<file path="config.mk">
export PLATFORM = sky130hd
export DESIGN_NAME = nor_bist_ctrl
export DESIGN_NICKNAME = d
export VERILOG_FILES = /design/src/rtl/nor_bist_ctrl.sv
export SDC_FILE = /design/constraint.sdc
export NUM_CORES = 1
export LEC_CHECK = 0
export CAP_MARGIN = 20
export CELL_PAD_IN_SITES_DETAIL_PLACEMENT = 0
export CELL_PAD_IN_SITES_GLOBAL_PLACEMENT = 2
export CORE_MARGIN = 2
export CORE_UTILIZATION = 25
export DETAILED_ROUTE_END_ITERATION = 8
export PLACE_DENSITY_LB_ADDON = 0.15
export SLEW_MARGIN = 0
export SYNTH_ARGS = -nofsm -noshare
export SYNTH_HDL_FRONTEND = slang
export SYNTH_SLANG_ARGS = --single-unit
</file>
<file path="constraint.sdc">
create_clock -name clk -period 1.5 [get_ports clk]
set_clock_uncertainty 0.1 [all_clocks]
set_input_delay 0.3 -clock clk [delete_from_list [all_inputs] [get_ports clk]]
set_output_delay 0.3 -clock clk [all_outputs]
set_load 0.005 [all_outputs]
</file>
<file path="src/rtl/nor_bist_ctrl.sv">
// Built-in self-test sequencer for a 2-input NOR gate: walks vectors 00..11,
// waits a settle time per vector, samples y and reports a fail mask and pass flag.
module nor_bist_ctrl #(
    parameter int SETTLE_CYCLES = 2
) (
    input  logic       clk,
    input  logic       rst,
    input  logic       start,
    input  logic       abort,
    input  logic       dut_y,
    output logic       dut_a,
    output logic       dut_b,
    output logic       busy,
    output logic       done,
    output logic       pass,
    output logic [3:0] fail_mask,
    output logic [1:0] vec_idx
);

    // A settle time of zero still needs one DRIVE cycle, so clamp it to 1.
    localparam int SETTLE_EFF = (SETTLE_CYCLES < 1) ? 1 : SETTLE_CYCLES;
    localparam int CNT_W = (SETTLE_EFF > 1) ? $clog2(SETTLE_EFF) : 1;
    localparam logic [CNT_W-1:0] CNT_LAST = CNT_W'(SETTLE_EFF - 1);

    typedef enum logic [1:0] {
        IDLE,
        DRIVE,
        SAMPLE,
        DONE
    } state_t;

    state_t           state;
    state_t           state_nxt;
    logic [CNT_W-1:0] cnt;
    logic [CNT_W-1:0] cnt_nxt;
    logic [1:0]       vec_nxt;
    logic [3:0]       mask_nxt;
    logic             pass_nxt;
    logic             drive_nxt;
    logic             sample_fail;

    always_ff @(posedge clk) begin
        if (rst) begin
            state     <= IDLE;
            cnt       <= '0;
            vec_idx   <= 2'd0;
            fail_mask <= 4'd0;
            pass      <= 1'b0;
            dut_a     <= 1'b0;
            dut_b     <= 1'b0;
            busy      <= 1'b0;
            done      <= 1'b0;
        end else begin
            state     <= state_nxt;
            cnt       <= cnt_nxt;
            vec_idx   <= vec_nxt;
            fail_mask <= mask_nxt;
            pass      <= pass_nxt;
            dut_a     <= drive_nxt & vec_nxt[1];
            dut_b     <= drive_nxt & vec_nxt[0];
            busy      <= drive_nxt;
            done      <= (state_nxt == DONE);
        end
    end

    // Outputs are registered from next-state values so they line up with the state.
    always_comb begin
        state_nxt   = state;
        cnt_nxt     = cnt;
        vec_nxt     = vec_idx;
        mask_nxt    = fail_mask;
        pass_nxt    = pass;
        sample_fail = (dut_y != ~(vec_idx[1] | vec_idx[0]));

        case (state)
            IDLE: begin
                if (start && !abort) begin
                    state_nxt = DRIVE;
                    cnt_nxt   = '0;
                    vec_nxt   = 2'd0;
                    mask_nxt  = 4'd0;
                    pass_nxt  = 1'b0;
                end
            end
            DRIVE: begin
                if (abort) begin
                    state_nxt = IDLE;
                    vec_nxt   = 2'd0;
                    pass_nxt  = 1'b0;
                end else if (cnt == CNT_LAST) begin
                    state_nxt = SAMPLE;
                end else begin
                    cnt_nxt = cnt + CNT_W'(1);
                end
            end
            SAMPLE: begin
                if (abort) begin
                    state_nxt = IDLE;
                    vec_nxt   = 2'd0;
                    pass_nxt  = 1'b0;
                end else begin
                    mask_nxt[vec_idx] = sample_fail;
                    if (vec_idx == 2'd3) begin
                        state_nxt = DONE;
                        pass_nxt  = (mask_nxt == 4'd0);
                    end else begin
                        state_nxt = DRIVE;
                        vec_nxt   = vec_idx + 2'd1;
                        cnt_nxt   = '0;
                    end
                end
            end
            DONE: begin
                state_nxt = IDLE;
            end
            default: begin
                state_nxt = IDLE;
            end
        endcase

        drive_nxt = (state_nxt == DRIVE) || (state_nxt == SAMPLE);
    end

endmodule

</file>
* Word-level counts from Yosys, hierarchy flattened *
Index checks and enable logic that the tools add are counted.

word-level totals
  bits in registers = 14
  bits in latches = 0
  RAM bits = 0
  memory bits (read-only) = 0
  output and inout port bits = 11
  logic and storage cells = 69
  memories kept = 0

cells by class
  $add $sub $neg = 2
  multipliers = 0
  div/mod/pow operators = 0
  order comparisons = 2
  equal/unequal tests = 14
  shift-type cells = 0
  muxes and demuxes = 27
  bitwise gates (word level) = 4
  reduce and logical (&&, ||, !) cells = 11

operator list
  cell                                                               count
  2-to-1 mux 2 bit                                                   9
  == test 2 bit, second input constant                               5
  inequality test 2 bit, second input constant                       5
  2-to-1 mux 1 bit                                                   9
  2-to-1 mux 4 bit                                                   2
  one-hot mux 2 bit (4 select lines)                                 1
  one-hot mux 4 bit (2 select lines)                                 1
  one-hot mux 1 bit (3 select lines)                                 2
  one-hot mux 2 bit (3 select lines)                                 1
  AND reduction 5 bit                                                1
  bitwise mux 4 bit                                                  1
  == test 2 x 1 -> 1 bit, second input constant                      2
  logical NOT 4 bit                                                  1
  AND reduction 4 bit                                                1
  < comparator 2 x 3 -> 1 bit, second input constant                 1
  inequality test 3 bit, second input constant                       1
  AND reduction 3 bit                                                1
  nonzero test 3 bit                                                 1
  adder 2 x 1 -> 2 bit, second input constant                        1
  bitwise AND 1 bit                                                  2
  demux 1 bit (select 2 bit)                                         1
  greater-or-equal comparator 2 x 1 -> 1 bit, second input constant  1
  logical AND 1 bit                                                  2
  logical NOT 2 bit                                                  1
  7 further kinds                                                    7

* Longest topological paths before layout *
Gate-level depths: netlist of run 1.

  word-level depth = 9
  gate-level depth with buffers = 7
  mapped depth without buffers = 6

* Worst setup path before layout of run 1 *
OpenSTA, ideal clock, no wires.

  path kind = register to register
  start point = register vec_idx[0]
  end point = register dut_a
  arrival = 1.400 ns
  data required time = 1.285 ns
  slack = -0.115 ns
  stages on the path, launching flop included = 8
  period minus slack after synthesis = 1.615 ns
  cells stage by stage = dfxtp_1 -> clkbuf_2 -> and2_1 -> a22oi_1 -> nor2_1 -> ha_1 -> nor2b_1 -> and2_1

between the ends
  word-level cells in the longest chain between the ends = 7
  elaborated cells between the ends (all ways) = 12

ends and longest elaborated chain
  element                                                  RTL line  RTL
  start, declared                                          17        output logic [1:0] vec_idx
  start signal, assigned                                   56        vec_idx <= vec_nxt;
  == test 2 bit (*)                                        103       if (vec_idx == 2'd3) begin
  2-to-1 mux 2 bit (*)                                     103
  2-to-1 mux 2 bit (*)                                     97        if (abort) begin
  one-hot mux 2 bit (4 select lines) (*)                   75        case (state)
  via state_nxt[1]                                         33        state_t state_nxt;
  == test 2 x 1 -> 1 bit or == test 2 bit (tied branches)  121       drive_nxt = (state_nxt == DRIVE) || (state_nxt == SAMPLE);
  logical OR 1 bit (*)                                     121
  via drive_nxt                                            39        logic drive_nxt;
  bitwise AND 1 bit (*)                                    59        dut_a <= drive_nxt & vec_nxt[1];
  end signal, assigned                                     59
  end, declared                                            11        output logic dut_a,

The timed path passes the listed nets; every way through them passes the cells marked *.
A chain may end at the register's enable or synchronous reset.

* Worst setup path in the final report of run 1 *
  start point = register state[1]
  end point = register dut_a

between the ends
  elaborated cells between the ends (all ways) = 13

RTL lines
  element                                                  RTL line  RTL
  start, declared                                          32        state_t state;
  start signal, assigned                                   54        state <= state_nxt;
  == test 2 bit, or another cell as far along              75
  one-hot mux 2 bit (4 select lines) (*)                   75
  via state_nxt[0]                                         33
  == test 2 x 1 -> 1 bit or == test 2 bit (tied branches)  121
  logical OR 1 bit (*)                                     121
  via drive_nxt                                            39
  bitwise AND 1 bit (*)                                    59

Marked as above.

==> run summary, run 1 <==
status - finished, violations left
failing checks - negative setup slack
Worst R2R Setup Slack - -0.08 ns
GRT Total Usage - 0.139
first-pass GRT wire length - 3590 µm
Mapped Nets - 95
Max Clock Freq - 635 MHz
post-synthesis sequential area ratio - 0.370
area share of the largest cell type after synthesis - 0.370
Die Y - 59.1 µm
Clock Path Buffers - 2
Final Slew Violations - 0
Synth warnings - 0
Tightest Hold Check Type - register to register
pre-CTS WS - -0.520 ns
Max Fanout on Critical Path - 8
fin crit period - 1.58 ns
period utilization - 1.05
Worst Path Required - 1.60 ns
diode count - 0
slowest cell delay on critical path - 0.34 ns
Pleak - 0.537 nW
Initial Util - 0.268
Final Hold Violating Endpoints - 0
CP arrival - 1.67 ns
Crit Path Class - register to register
Unique masters post-synth - 38
Mapped Avg Cell Area - 8.52 µm²
hpwl dp - 1580 µm
Initial DRC Count - 20
core box area - 2830 µm²
r2r worst-path depth - 6
Max transition margin - 0.811
Clock Latency Late Sink - 0.29 ns
DR vias/cell - 4.99
Startpoint Class - register
Final #Nets - 138
H-tree levels - 1
final worst setup slack - -0.0752 ns
initial antenna violation count - 0
Yosys top cell by area - dfxtp_1
largest net degree at the start of global routing - 9
Util after Layout - 0.437
Final setup viols - 2
register bit total from synthesis - 14
CP max-delay cell - dfxtp_2
Max IR drop VDD - 273 µV
die width - 59.1 µm
share of cells above drive strength 1 - 0.412
GPL Wtd Cong - 0.681
RSZ-0062 raised after global routing - true
Critical Path Start - state[1]
vias in the first global route - 781
WL final - 2090 µm
critical path capture point type - register
CP Cell Sequence - buf_4 > o21ai_0 > a21oi_2 > ha_1 > nor2b_4 > and2_1
Top-Level Pins - 16
area added between synthesis and finish - 62.9%
Clock Sinks - 14
number of port buffers - 15
Residual DRC - 0
Rows - 19
DIE AREA - 3490 µm²
gr ovfl total - 0
max cap viols - 0
Post-Syn Area - 758 µm²
Clk pin slew, worst setup/hold paths - 0.09 ns
Setup crit end - dut_a
top cells by area in the synthesized netlist - dfxtp_1, nor2b_1, a21oi_1
cts bufs inserted - 3
most common cell in the netlist - dfxtp_1
Root Buffer Master - clkbuf_4
count of flip-flops with a built-in enable after synthesis - 0
synth cell count leaders - dfxtp_1, nor2_1, a21oi_1, nor2b_1, nand2b_1
Async S/R FF share, synth - 0
Detail Route Antenna Nets - 0
fillcell total - 299
Crit Reg-Reg Startpoint - state[1]
routed via count - 809
TritonCTS clock tree - yes
min-delay src - cnt
Tot Pwr - 0.775 mW
fin cells - 162
power density cells - 628 nW/µm²
Worst Max-Slew Pin Slew - 0.283 ns
RR Endpoint - dut_a
routed wire length per instance - 12.9 µm
dpl cells - 148
Cells after Synth - 89
First-pass DRT Iterations - 4
top_reg_cell synth - dfxtp_1
layer usage:
layer | global-route usage | vias up | routed length, µm
met4 | 0.0584 | 0 | 35
met2 | 0.222 | 19 | 970
met3 | 0.0328 | 5 | 91
met1 | 0.180 | 381 | 991
li1 | - | 404 | -
met5 | 0 | - | 0
power breakdown:
| part | switching [mW] | internal [mW] |
|---|---|---|
| logic | 0.0488 | 0.0562 |
| registers | 0.00181 | 0.375 |
| clock network | 0.145 | 0.148 |
how the worst min path moves through the flow:
stage                   endpoint  slack [ns]  depth (start not counted)
global route            state[0]        0.45                          4
detailed placement  fail_mask[0]        0.40                          2
global placement    fail_mask[0]        0.39                          2
CTS                          cnt        0.42                          2
floorplan                   busy        0.27                          1
finish                       cnt        0.42                          2
repair_timing:
action                                  in CTS  in global routing
resized for setup                           27                 10
endpoints found under the setup margin      17                  9
buffers inserted                             9                  1
pin swaps                                    6                  7
gates cloned                                 0                  0
hold buffers                                 0                  0
cells by family (layout without fill, tap and decap cells):
group	after synthesis	after routing	share of synthesized area
AOI/OAI and AO/OA	25	25	0.219
and+or+nand+nor	39	39	0.302
muxes	3	3	0.0396
adders and majority gates	1	1	0.0165
DFF	14	14	0.370
buffers and inverters	7	49	0.0528
worst max-delay path, delay by kind of cell, from the launching register on:
family / cells / cell delay [ns]
buf+inv: 1 / 0.15
compound gates: 2 / 0.32
simple gates: 2 / 0.27
fa+ha+maj: 1 / 0.29
flops: 1 / 0.34
layout by cell type (no fill, tap or decap), drive strengths merged, types with 2 or more instances in the layout:
cell / n
buf: 28
dfxtp: 14
dlygate4sd2: 12
nor2: 11
nor2b: 9
a21oi: 8
o21ai: 5
nand2b: 4
clkbuf: 4
mux2i: 3
inv: 2
or2b: 2
nand3: 2
nand2: 2
o221ai: 2
a2bb2oi: 2
clkdlybuf4s50: 2
and2: 2
or3b: 2
final cells by class:
cell class / instances / area, µm² / share of cell area
clock buffer: 4 / 36.3 / 0.0294
inverter: 2 / 7.51 / 0.00608
tap: 31 / 38.8 / 0.0314
timing repair buffer: 43 / 368 / 0.298
multi-input combinational: 68 / 494 / 0.400
sequential: 14 / 290 / 0.235
registers in the layout, summed over array words and instances, names as in the netlist:
name / cells
state: 2
dut_a: 1
busy: 1
cnt: 1
pass: 1
done: 1
dut_b: 1
vec_idx: 2
fail_mask: 4
per-stage QoR:
stage          cell area, µm²  hold slack, ns  setup TNS, ns
2_1_floorplan             785           0.269        -0.0250
4_1_cts                  1200           0.420        -0.0913
5_1_grt                  1230           0.455         -0.371
3_3_place_gp             1070           0.385          -3.05
6_report                 1230           0.422         -0.132
3_5_place_dp             1070           0.395          -3.21
Power figures use the tool's default switching activity.
==> inputs of run 2 (changes only) <==
--- a/config.mk
+++ b/config.mk
@@ -12,6 +12,7 @@
 export CORE_UTILIZATION = 25
 export DETAILED_ROUTE_END_ITERATION = 8
 export PLACE_DENSITY_LB_ADDON = 0.15
+export SETUP_SLACK_MARGIN = 0.15
 export SLEW_MARGIN = 0
 export SYNTH_ARGS = -nofsm -noshare
 export SYNTH_HDL_FRONTEND = slang
==> run 2 against run 1 <==
The run still ends with negative setup slack left. Power grew 0.57%. Design area increased by 2.4%. Maximum frequency is 1.9% higher. Worst hold slack got worse by 0.0018 ns. Global-route usage increased by 0.46 points. Critical endpoint unchanged. Largest power group unchanged.
==> run summary, run 2 (synthesis gave the netlist of run 1 again) <==
Root Buffer Master - clkbuf_4 (unchanged)
diode count - 0 (unchanged)
Bufs and invs on worst path - 1 (unchanged)
routed wire length per instance - 13.2 µm (was 12.9 µm)
Int Pwr - 0.581 mW (was 0.580 mW)
Pleak - 0.542 nW (was 0.537 nW)
largest net degree at the start of global routing - 9 (unchanged)
Worst Path Required - 1.60 ns (about the same)
TritonCTS clock tree - yes (unchanged)
Startpoint Class - register (unchanged)
CP Cell Sequence - buf_4 > nor2b_4 > a22oi_2 > nor2_1 > ha_1 > nor2b_4 > and2_1 (was buf_4 > o21ai_0 > a21oi_2 > ha_1 > nor2b_4 > and2_1)
gr ovfl total - 0 (unchanged)
max FFs per register - 4 (unchanged)
RSZ-0062 raised after global routing - true (unchanged)
initial antenna violation count - 0 (unchanged)
CP max-delay cell - dfxtp_2 (unchanged)
Die Y - 59.1 µm (unchanged)
CP arrival - 1.64 ns (was 1.67 ns)
DR vias/cell - 4.94 (was 4.99)
Max Clock Freq - 647 MHz (was 635 MHz)
Top reg by flops - fail_mask (unchanged)
period utilization - 1.03 (was 1.05)
Clock Path Buffers - 2 (unchanged)
max cap viols - 0 (unchanged)
DIE AREA - 3490 µm² (unchanged)
Clock Latency Late Sink - 0.29 ns (about the same)
Detail Route Antenna Nets - 0 (unchanged)
First-pass DRT Iterations - 4 (unchanged)
final worst setup slack - -0.0453 ns (was -0.0752 ns)
fin cells - 165 (was 162)
hpwl dp - 1580 µm (unchanged)
Cell Area, Placed - 1070 µm² (unchanged)
Crit path max-delay family - simple AND/OR/NAND/NOR gates (was flip-flops)
H-tree levels - 1 (unchanged)
switching power total - 0.199 mW (was 0.196 mW)
combinational share of power - 0.138 (was 0.135)
number of port buffers - 15 (unchanged)
hold_ws - 0.420 ns (was 0.422 ns)
status - finished, violations left (unchanged)
routed via count - 815 (was 809)
commonest non-fill, non-tap cell in the layout - buf_4 (unchanged)
Residual DRC - 0 (unchanged)
Clk pin slew, worst setup/hold paths - 0.09 ns (about the same)
fin crit period - 1.55 ns (was 1.58 ns)
most frequent CP cell - nor2b_4
dpl cells - 148 (unchanged)
core box area - 2830 µm² (unchanged)
Final Slew Violations - 0 (unchanged)
Final Hold Violating Endpoints - 0 (unchanged)
Clock Sinks - 14 (unchanged)
slowest cell delay on critical path - 0.34 ns (about the same)
Worst Max-Slew Pin Slew - 0.294 ns (was 0.283 ns)
area added between synthesis and finish - 66.8% (was 62.9%)
GPL Wtd Cong - 0.681 (unchanged)
failing checks - negative setup slack (unchanged)
pre-CTS WS - -0.520 ns (unchanged)
clock power share - 0.378 (about the same)
cts bufs inserted - 3 (unchanged)
critical path capture point type - register (unchanged)
WL final - 2180 µm (was 2090 µm)
Max transition margin - 0.804 (was 0.811)
leading cell types in the layout, fill and taps excluded - buf_4, dlygate4sd2_1, nor2_1, dfxtp_2, buf_6 (was buf_4, dlygate4sd2_1, nor2_1, dfxtp_2)
vias in the first global route - 806 (was 781)
post-route cell area - 1260 µm² (was 1230 µm²)
Final #Nets - 141 (was 138)
power density cells - 616 nW/µm² (was 628 nW/µm²)
Tightest Hold Check Type - register to register (unchanged)
TNS Setup - -0.0680 ns (was -0.132 ns)
Top-Level Pins - 16 (unchanged)
Final setup viols - 2 (unchanged)
Initial DRC Count - 12 (was 20)
Largest regs - fail_mask (4), state (2), vec_idx (2) (unchanged)
Crit Path Class - register to register (unchanged)
Reg power frac - 0.484 (was 0.486)
Max IR drop VDD - 275 µV (was 273 µV)
fillcell total - 300 (was 299)
die width - 59.1 µm (unchanged)
Max Fanout on Critical Path - 3 (was 8)
GRT Total Usage - 0.144 (was 0.139)
Rows - 19 (unchanged)
switching share of power - 0.255 (was 0.252)
Initial Util - 0.268 (unchanged)
first-pass GRT wire length - 3710 µm (was 3590 µm)
share of cells above drive strength 1 - 0.455 (was 0.412)
[run 2: changes by cell type in the layout (fill, tap and decap cells not counted), sizes merged]
cell          delta
buf              +5
dlymetal6s2s     -1
dlygate4sd2      -1
[run 2: per-layer routing]
layer / global-route usage / vias to the layer above / part of all wire
met4: 0.0584 / 0 / 0.016
met5: 0 / - / 0
met3: 0.0328 / 5 / 0.047
li1: - / 409 / -
met1: 0.188 / 382 / 0.47
met2: 0.229 / 19 / 0.47
[run 2: per-stage QoR]
| stage | utilization | total power, mW |
|---|---|---|
| floorplan | - | 0.426 |
| global placement | 0.377 | 0.477 |
| detailed placement | 0.377 | 0.477 |
| CTS | 0.443 | 0.787 |
| global route | 0.447 | 0.817 |
| finish | 0.447 | 0.780 |
[run 2: what timing repair did]
item | in CTS | in global routing
resized for setup | 42 | 5
pin swaps | 17 | 8
setup endpoints to repair | 22 | 12
hold buffers | 0 | 0
setup buffers | 13 | 0
[run 2: worst min-delay path, delay by kind of cell, from the launching register on]
family          cells  cell delay, ns
compound gates      2            0.14
flops               1            0.34
[run 2: power by group through the flow]
stage / Combinational [mW] / Sequential [mW] / Clock (mW)
6_report: 0.108 / 0.377 / 0.295
2_1_floorplan: 0.0406 / 0.386 / 0
3_5_place_dp: 0.0917 / 0.385 / 0
4_1_cts: 0.107 / 0.377 / 0.303
5_1_grt: 0.119 / 0.378 / 0.320
3_3_place_gp: 0.0910 / 0.386 / 0
[run 2: final cells by class]
| class | count | area, µm² | share of cell area |
|---|---|---|---|
| repair buffers | 46 | 387 | 0.306 |
| flip-flops and latches | 14 | 290 | 0.229 |
| clock buffers | 4 | 36.3 | 0.0287 |
| multi-input cells | 68 | 505 | 0.400 |
| inverters | 2 | 7.51 | 0.00593 |
| well taps | 31 | 38.8 | 0.0307 |
[run 2: path summary, 6_finish.rpt]
| path | startpoint | end | slack [ns] | cells after the start |
|---|---|---|---|---|
| hold reg to reg | cnt | cnt | 0.42 | 2 |
| setup / recovery | state[1] | dut_a | -0.05 | 7 |
| setup reg to reg | state[1] | dut_a | -0.05 | 7 |
| hold / removal | cnt | cnt | 0.42 | 2 |
==> inputs of run 3 (changes only) <==
--- a/config.mk
+++ b/config.mk
@@ -5,6 +5,7 @@
 export SDC_FILE = /design/constraint.sdc
 export NUM_CORES = 1
 export LEC_CHECK = 0
+export ABC_CLOCK_PERIOD_IN_PS = 1500
 export CAP_MARGIN = 20
 export CELL_PAD_IN_SITES_DETAIL_PLACEMENT = 0
 export CELL_PAD_IN_SITES_GLOBAL_PLACEMENT = 2
==> results of run 3 <==
No change in the layout: final DEF, timing and power equal those of run 2.
